--- config.mk ---
export PLATFORM = sky130hd
export DESIGN_NAME = joypad_ports
export DESIGN_NICKNAME = d
export VERILOG_FILES = /design/src/rtl/joypad_ports.sv
export SDC_FILE = /design/constraint.sdc
export NUM_CORES = 1
export LEC_CHECK = 0
export CORE_ASPECT_RATIO = 1.75
export CORE_MARGIN = 4
export CORE_UTILIZATION = 36
export DETAILED_ROUTE_END_ITERATION = 7
export GPL_TIMING_DRIVEN = 0
export PLACE_DENSITY = 0.76
export SLEW_MARGIN = 25
export SYNTH_ARGS = -nofsm -noshare
export SYNTH_HDL_FRONTEND = slang
export SYNTH_SLANG_ARGS = --single-unit
--- constraint.sdc ---
create_clock -name cpu_clk_i -period 1.19 [get_ports cpu_clk_i]
set_input_delay 0.238 -clock cpu_clk_i [delete_from_list [all_inputs] [get_ports cpu_clk_i]]
set_output_delay 0.238 -clock cpu_clk_i [all_outputs]
set_load 0.005 [all_outputs]
--- src/rtl/joypad_ports.sv ---
// NES controller ports at $4016/$4017: strobe decode plus two 8-bit serial shift registers.
// Optional JOYPAD_OPPOSING_DIR_MASK_EN clears impossible UP+DOWN / LEFT+RIGHT combinations at load.
module joypad_ports #(
    parameter logic [15:0] PORT_1_ADDR   = 16'h4016,
    parameter logic [15:0] PORT_2_ADDR   = 16'h4017,
    parameter logic [2:0]  OPEN_BUS_BITS = 3'b010
) (
    input  logic        cpu_clk_i,
    input  logic        cpu_rst_i,
    input  logic        cpu_en_i,
    input  logic        cpu_rw_i,
    input  logic [15:0] cpu_addr_i,
    input  logic [7:0]  cpu_data_i,
    output logic [7:0]  cpu_data_o,
    output logic        cpu_data_valid_o,
    input  logic [7:0]  device_1_input_i,
    input  logic [7:0]  device_2_input_i
);

    function automatic logic [7:0] mask_dirs(input logic [7:0] raw);
        logic [7:0] masked;
        masked = raw;
`ifdef JOYPAD_OPPOSING_DIR_MASK_EN
        if (raw[4] && raw[5]) masked[5:4] = 2'b00;
        if (raw[6] && raw[7]) masked[7:6] = 2'b00;
`endif
        return masked;
    endfunction

    logic       strobe_r;
    logic [7:0] shift_1_r, shift_2_r;
    logic [3:0] count_1_r, count_2_r;

    logic       wr_hit, rd_hit_1, rd_hit_2, load;
    logic [7:0] dev_1_m, dev_2_m;
    logic       rd_bit;
    logic       unused_data;

    assign wr_hit   = cpu_en_i && !cpu_rw_i && (cpu_addr_i == PORT_1_ADDR);
    assign rd_hit_1 = cpu_en_i &&  cpu_rw_i && (cpu_addr_i == PORT_1_ADDR);
    assign rd_hit_2 = cpu_en_i &&  cpu_rw_i && (cpu_addr_i == PORT_2_ADDR);
    // A write of 1 loads on the same edge that raises the strobe.
    assign load     = strobe_r || (wr_hit && cpu_data_i[0]);
    assign dev_1_m  = mask_dirs(device_1_input_i);
    assign dev_2_m  = mask_dirs(device_2_input_i);
    assign unused_data = ^cpu_data_i[7:1];

    // NOTE: every signal assigned in always_comb gets a default first, so no latch is inferred.
    always_comb begin
        rd_bit = 1'b0;
        if (rd_hit_1)      rd_bit = load ? dev_1_m[0] : shift_1_r[0];
        else if (rd_hit_2) rd_bit = load ? dev_2_m[0] : shift_2_r[0];
    end

    // NOTE: sequential state uses non-blocking assignments so all registers update from pre-edge values.
    always_ff @(posedge cpu_clk_i or posedge cpu_rst_i) begin
        if (cpu_rst_i) begin
            strobe_r         <= 1'b0;
            shift_1_r        <= 8'hFF;
            shift_2_r        <= 8'hFF;
            count_1_r        <= 4'd8;
            count_2_r        <= 4'd8;
            cpu_data_o       <= 8'h00;
            cpu_data_valid_o <= 1'b0;
        end else begin
            if (wr_hit) strobe_r <= cpu_data_i[0];

            if (load) begin
                shift_1_r <= dev_1_m;
                shift_2_r <= dev_2_m;
                count_1_r <= 4'd0;
                count_2_r <= 4'd0;
            end else begin
                // Shift in 1s so an exhausted register reads 1, like the official pad.
                if (rd_hit_1) begin
                    shift_1_r <= {1'b1, shift_1_r[7:1]};
                    count_1_r <= (count_1_r == 4'd8) ? 4'd8 : count_1_r + 4'd1;
                end
                if (rd_hit_2) begin
                    shift_2_r <= {1'b1, shift_2_r[7:1]};
                    count_2_r <= (count_2_r == 4'd8) ? 4'd8 : count_2_r + 4'd1;
                end
            end

            cpu_data_valid_o <= rd_hit_1 || rd_hit_2;
            if (rd_hit_1 || rd_hit_2) cpu_data_o <= {OPEN_BUS_BITS, 4'b0000, rd_bit};
        end
    end

endmodule

# ---- After elaboration in Yosys (flattened, before gate mapping)
# Index checks and enable logic that the tools add are counted.
dict set report word_totals {
  out_inout_bits 9
  wordCells 26
  regBits 20
}
dict set report op_classes {
  mux 8
  n_reduce_logical 11
  n_eq_ne 2
}
# op n
set op_table {}
lappend op_table {{16-bit by 15-bit == test with 1-bit output (second input constant)} 2}
lappend op_table {{8-bit two-way mux} 4}
lappend op_table {{1-bit logical AND} 6}
lappend op_table {{1-bit two-way mux} 4}
lappend op_table {{2-bit nonzero test} 2}
lappend op_table {{1-bit logical OR} 2}
lappend op_table {{1-bit logical NOT} 1}

# ---- Depth between registers and ports, before layout
dict set report logic_depth {
  depth_word 8
  depth_mapped 6
}

# ---- Worst setup path before layout
# OpenSTA, ideal clock, no wires.
dict set report synth_path {
  kind {input to register}
  start {input cpu_addr_i[10]}
  end {register shift_1_r[4]}
  path_stages 6
  t_required_ns 1.097
  path_slack_ns -0.579
  arrival_ns 1.676
  path_cell_list {or4b_4 nor4_4 and3b_1 buf_6 mux2i_1 a21oi_1}
}
dict set report synth_between {
  elab_chain_len 5
  elab_cells_between_ends 7
  classes_between {eq/ne (1); mux (1); reduce/logical (5)}
}
# item line
set synth_lines {}
lappend synth_lines {{from (decl)} 12} ;# input logic [15:0] cpu_addr_i,
lappend synth_lines {{16-bit by 15-bit == test with 1-bit output *} {39, 40}}
lappend synth_lines {{1-bit logical AND} 39} ;# assign wr_hit = cpu_en_i && !cpu_rw_i && (cpu_addr_i == PORT_1_ADDR);
lappend synth_lines {{1-bit logical AND} 43} ;# assign load = strobe_r || (wr_hit && cpu_data_i[0]);
lappend synth_lines {{1-bit logical OR} 43}
lappend synth_lines {{8-bit two-way mux / 2-bit nonzero test (equally long branches)} n/a}
lappend synth_lines {{to (signal assigned)} 69} ;# shift_1_r <= dev_1_m;
lappend synth_lines {{to (signal assigned)} 76} ;# shift_1_r <= {1'b1, shift_1_r[7:1]};
lappend synth_lines {{to (decl)} 31} ;# logic [7:0] shift_1_r, shift_2_r;
# Mark *: on every way between the ends. The rest lies on a longest branch, timed or not.
# A chain may end at the register's enable or synchronous reset.

# ---- Worst setup path in the final report
dict set report layout_path {
  start {input cpu_addr_i[11]}
  end {register shift_1_r[3]}
}
# Same word-level chain as after synthesis.

==> metrics.cfg <==
[route]
via_count = 949
wl_per_cell_um = 15.9
routed_wl_mm = 2.92
drc = 0
ant_nets = 0
first_pass_iters = 2
drtIter0Drc = 10
vias_per_cell = 5.19

[sta]
hold_viol = 0
worstMarginPinSlew_ns = 0.749
grt_setup_unrepaired = yes
period_share_pct = 144
final_max_slew_viol_count = 0
skew_ns = 0.00471
layout_min_cycle_time_ns = 1.71
tns_ns = -8.65
fin_ws_ns = -0.524
final-setup-viol-count = 20
max_clock_freq_mhz = 583
relSlewSlack_pct = 50.0

[floorplan]
core_area_mm2 = 0.00278
die-area_mm2 = 0.00393
start_util_pct = 38.3
dieWidth_um = 49.2
rows = 25
die_h_um = 80.0
io_pins = 53

[clocking]
clock_latency_ns = 0.26
cts_tree = done
cts_root_buf = clkbuf_8
cts.htree.levels = 1
cts_num_sinks = 20
path_clk_slew_ns = 0.07
cts_buffer_depth = 2
postCtsHoldBufs = 0
cts_made_buffers = 3

[yosys]
yosysWarnings = 0
avgSynthCellArea_um2 = 10.4
yosys.area.top_type = dfstp_2
yosys-top-cells-count = nor2_1 (20), a21oi_1 (16), dfstp_2 (16)
synth_seq_cells = 20
syn_area_mm2 = 0.00107
synth_top_area_share_pct = 39.4
synth_area_leaders = dfstp_2 (39%), mux2i_1 (13%), dfrtp_1 (9.4%)
synthFlopType = dfstp_2
synth_edf_count = 0
synthDistinctLibCells = 27
yosysMostFrequentCell = nor2_1
async_flop_share_pct = 100
ys_seq_area_share_pct = 48.8
synthCells = 103

[setup_path]
worst-setup-path-type = input port to flop
cp_max_fo = 8
reg2reg_depth = 4
cp.arrival_ns = 1.90
slowest_delay_ns = 0.55
path_cells = buf_6, or4bb_4, nor4_4, and3b_1, buf_6, mux2i_1, a21oi_2
critPathRequiredTime_ns = 1.38
cp_slowest_cell = or4bb_4
cp-start-kind = input port
cp_common_cell = buf_6
cp-end-kind = flop

[global_route]
grt_max_degree = 21
first_global_vias = 950
antenna_found_initial = 0
track_usage_pct = 14.1
overflow = 0
grt_pass1_wl_mm = 4.18

[job]
drv_cap = 0

[pwr]
total_power_uw = 1380
p_per_area_mw_per_mm2 = 770
p_leak_uw = 0.000710
ir_drop_mv = 0.760

[placement]
hpwl_mm = 2.05
place_congestion = 0.743
port_buffers = 39
placed_area_mm2 = 0.00151
place_ws_ns = -1.20
dpl.cell_count = 174

[finish]
multiInputGateArea_um2 = 666
regArea_um2 = 520
fillers = 213
drive_above_1_share_pct = 55.1
fin_nets = 201
syn_to_final_growth_pct = 68.2
n_antenna_cell = 0
final_area_mm2 = 0.00180
instances_no_fill = 183

[status]
violations = negative setup slack
status = finished with violations

[worst_hold_path]
hp-class = input port to async pin

cell families after synthesis:
group	after synthesis	share of synthesized area, %
AOI/OAI and AO/OA	20	10.4
muxes	15	14.2
other	1	0.351
buffers and inverters	15	8.91
and+or+nand+nor	32	17.4
DFF	20	48.8
repair_timing:
item	in CTS	in global routing
endpoints found under the setup margin	23	20
resized for setup	45	61
setup buffers	2	1
pin swaps	11	13
endpoints found under the hold margin	0	0
gates cloned	0	3
per-stage QoR:
| step | utilization [%] | hold slack (ns) |
|---|---|---|
| floorplan | - | 0.190 |
| global placement | 54.3 | 0.450 |
| detailed placement | 54.3 | 0.462 |
| CTS | 56.6 | 0.431 |
| finish | 64.5 | 0.428 |
| global route | 64.5 | 0.477 |
cell usage in the layout, fill, tap and decap left out, types with 2 or more instances in the layout:
master,Yosys,final
a21oi_1,16,2
a21oi_2,0,14
buf_2,1,7
buf_4,6,8
buf_6,2,11
clkbuf_8,0,4
clkdlybuf4s15_1,0,2
clkdlybuf4s50_1,0,24
conb_1,1,6
dfrtp_1,4,4
dfstp_2,16,16
dlygate4sd2_1,0,3
inv_1,4,4
mux2i_1,14,12
mux2i_2,0,2
nand2_1,2,2
nor2_1,20,4
nor2_2,0,3
nor2_4,0,13
worst max-delay path, delay by kind of cell:
kind                   cells  cell delay, ns
AO/OA/AOI/OAI              1            0.09
multiplexers               1            0.26
buffers and inverters      2            0.25
AND/OR/NAND/NOR            3            1.07
routing by layer:
metal	track usage, %	share of wire [%]
met1	13.5	33
met2	27.3	59
met3	3.36	5.8
met4	6.84	1.8
met5	0	0
final timing paths:
kind	from	to	slack, ns
worst max-delay path	cpu_addr_i[11]	shift_1_r[3]	-0.52
worst max register to register	strobe_r	shift_2_r[5]	-0.12
max in group asynchronous	cpu_rst_i	cpu_data_o[0]	0.30
min in group cpu_clk_i	cpu_addr_i[12]	cpu_data_valid_o	0.44
worst min-delay path	cpu_rst_i	strobe_r	0.43
worst min register to register	cpu_data_o[6]	cpu_data_o[6]	0.47
report_power, final:
group,switching (uW),internal [uW]
logic,65.2,117
registers,1.63,687
clock network,218,294
total,284,1100
layout make-up:
cell class | instances | area share [%]
clock buffer | 4 | 3.07
buffer | 10 | 5.02
tap | 27 | 1.88
timing repair buffer | 45 | 23.1
inverter | 4 | 0.836
multi-input combinational | 73 | 37.1
sequential | 20 | 29.0
state kept, by name, indices dropped and copies added, names as in the netlist:
register / cells
shift_1_r: 8
shift_2_r: 8
cpu_data_valid_o: 1
cpu_data_o: 2
strobe_r: 1
(Power assumes the default switching activity.)
==> RTL change, RTL diff (config.mk and constraints unchanged) <==
Reset style: synchronous (`cpu_rst_i`), changed in one clocked block.
--- a/src/rtl/joypad_ports.sv
+++ b/src/rtl/joypad_ports.sv
@@ -55,3 +55,3 @@
     // NOTE: sequential state uses non-blocking assignments so all registers update from pre-edge values.
-    always_ff @(posedge cpu_clk_i or posedge cpu_rst_i) begin
+    always_ff @(posedge cpu_clk_i) begin
         if (cpu_rst_i) begin
Formal check against the unedited RTL: differs if cpu_rst_i is asserted again (counterexample within 4 cycles, from zero or initial values and one cycle with cpu_rst_i high); with cpu_rst_i held inactive, the same outputs for 10 cycles.
==> RTL change against the unedited design <==
  * The run still ends with negative setup slack left
  * Total power shrank 7.0%
  * Via count grew 15%
  * Die area grew 4.1%
  * First-iteration DRC count grew 50%
  * Wire length grew 3.1%
  * Area after synthesis grew 4.7%
  * Sequential cell count is the same
  * Sequential share of layout area shrank 7.5 points
  * Final area grew 3.9%
  * Setup slack gained 130 ps
  * Critical endpoint is now shift_2_r[6]$_SDFFE_PP1P_
  * Largest cell class unchanged
  * Largest power group unchanged
==> RTL change: results (changes against the unedited design) <==
Max FO, Critical Path 4 (-4); initial drt markers 15 (+5); cell with the largest stage delay on the worst path nor4b_4; largest net degree at the start of global routing 11 (-48%); Worst Skew 0.954 ps (-3.76 ps); clk_lat worst skew 250 ps; P per Cell Area 689 nW/um2 (-10%); nets 226 (+12%); Placer Congestion 0.813 (+9.4%); Num CTS Buffers 3 (unchanged); most common cell in the netlist dfxtp_1; number of global-route vias before repair 1114 (+17%); sum of negative setup slack -6210 ps (+2440 ps); Worst Hold Class input port to flip-flop; violated checks negative setup slack; DR pass1 iterations 4 (+2); average wire per standard cell 13.5 um (-15%); htree depth 1 (unchanged); pre-CTS setup slack -1200 ps (-0.560 ps); top cells by count, synth dfxtp_1 (20), mux2i_1 (16), nor2_1 (10), nand2_1 (8), o211ai_1 (8); Worst Path Arrival 1710 ps (-190 ps); gr usage total 15.0% (+0.90 points); layout cell share with drive strength beyond 1 32.8% (-22 points); status finished with violations; Leak Pwr 0.726 nW (+2.2%); r2r setup slk -100 ps (+20 ps); DPL Wire Length 2210 um (+7.4%); first-pass GRT wire length 4820 um (+15%); Synthesis Warnings 0 (unchanged); placed cell areas 1580 um2 (+4.6%); top flop regs shift_1_r (8), shift_2_r (8), cpu_data_o (2); average via count per standard cell 4.90 (-5.5%); worst hold stages 6; setup violators final 20 (unchanged); final worst-path setup slack -398 ps (+126 ps); top post-synthesis cells by area dfxtp_1 (36%), mux2i_1 (14%), o211ai_1 (5.4%); post-synthesis sequential area ratio 35.8% (-13 points); family with the most delay on the worst path simple AND/OR/NAND/NOR gates; Cell variety after synth 34 (+26%); share of synthesized registers carrying an async set or reset 0% (-100 points); FF-to-FF path depth 5 (+1); IR drop worst, VDD 0.878 mV (+16%); CP max stage delay 390 ps (-160 ps); fillcell total 258 (+21%); Port Buf Inserts 38 (-2.6%); DRC viols 0 (unchanged); initial antenna violation count 0 (unchanged)
-- RTL change: changes by cell type in the layout (fill, tap and decap cells not counted), moves of 5 or more --
cell             delta
nand2_1             +5
a22oi_1             +6
nor2_4             -12
nor2_1              +5
a21oi_2            -13
dfxtp_1            +20
clkdlybuf4s50_1     -5
dfstp_2            -16
o211ai_1            +8
-- RTL change: path summary, 6_finish.rpt --
| path | start | end |
|---|---|---|
| worst min-delay path | cpu_addr_i[13] | cpu_data_valid_o$_SDFF_PP0_ |
| worst max-delay path | cpu_addr_i[13] | shift_2_r[6]$_SDFFE_PP1P_ |
| worst max register to register | strobe_r$_SDFFE_PP0N_ | cpu_data_o[0]$_SDFFE_PP0P_ |
| worst min register to register | cpu_data_o[6]$_SDFFE_PP0P_ | cpu_data_o[6]$_SDFFE_PP0P_ |
-- RTL change: metrics by stage --
stage                     hold WS (ps)  instances  power, mW
after floorplan                    377        121      0.749
after global placement             436        201      0.880
after detailed placement           437        201      0.883
after CTS                          378        216       1.29
after global routing               499        222       1.35
final                              458        222       1.29
-- RTL change: repair_timing --
item                                   in CTS  in global routing
gates cloned                                1                  1
pin swaps                                  14                 20
endpoints found under the hold margin       0                  0
resized for setup                          50                 24
buffers inserted                           11                  6
setup endpoints to repair                  23                 20
-- RTL change: final cells by class --
class / count / area share (%)
well taps: 42 / 2.82
flip-flops and latches: 20 / 21.5
inverters: 6 / 1.21
clock buffers: 3 / 2.21
plain buffers: 10 / 4.76
multi-input cells: 85 / 36.9
repair buffers: 56 / 30.7
-- RTL change: report_power, final --
group	internal [mW]	switching [mW]
combinational	0.124	0.0771
sequential	0.669	0.00000269
clock	0.224	0.192
total	1.02	0.269
-- RTL change: cell families (layout without fill, tap and decap cells) --
| group | Yosys count | count (layout) | synth area share (%) |
|---|---|---|---|
| AND/OR/NAND/NOR | 40 | 40 | 25.0 |
| AO/OA/AOI/OAI | 23 | 23 | 16.3 |
| flip-flops | 20 | 20 | 35.8 |
| multiplexers | 16 | 16 | 14.3 |
| buffers and inverters | 16 | 75 | 8.17 |
| other | 1 | 6 | 0.336 |
-- RTL change: layer usage --
| metal | track usage (%) | part of all wire (%) | vias up |
|---|---|---|---|
| met5 | 0 | 0 | - |
| met4 | 4.16 | 0.63 | 0 |
| met2 | 30.8 | 57 | 32 |
| met1 | 13.8 | 34 | 513 |
| met3 | 4.17 | 8.4 | 2 |
| li1 | - | - | 541 |
-- RTL change: worst min-delay path, stage by stage --
cell	delay [ps]
buf_6	70
nor4b_4	50
nand4_1	70
or2_4	120
buf_6	90
nor2_1	30
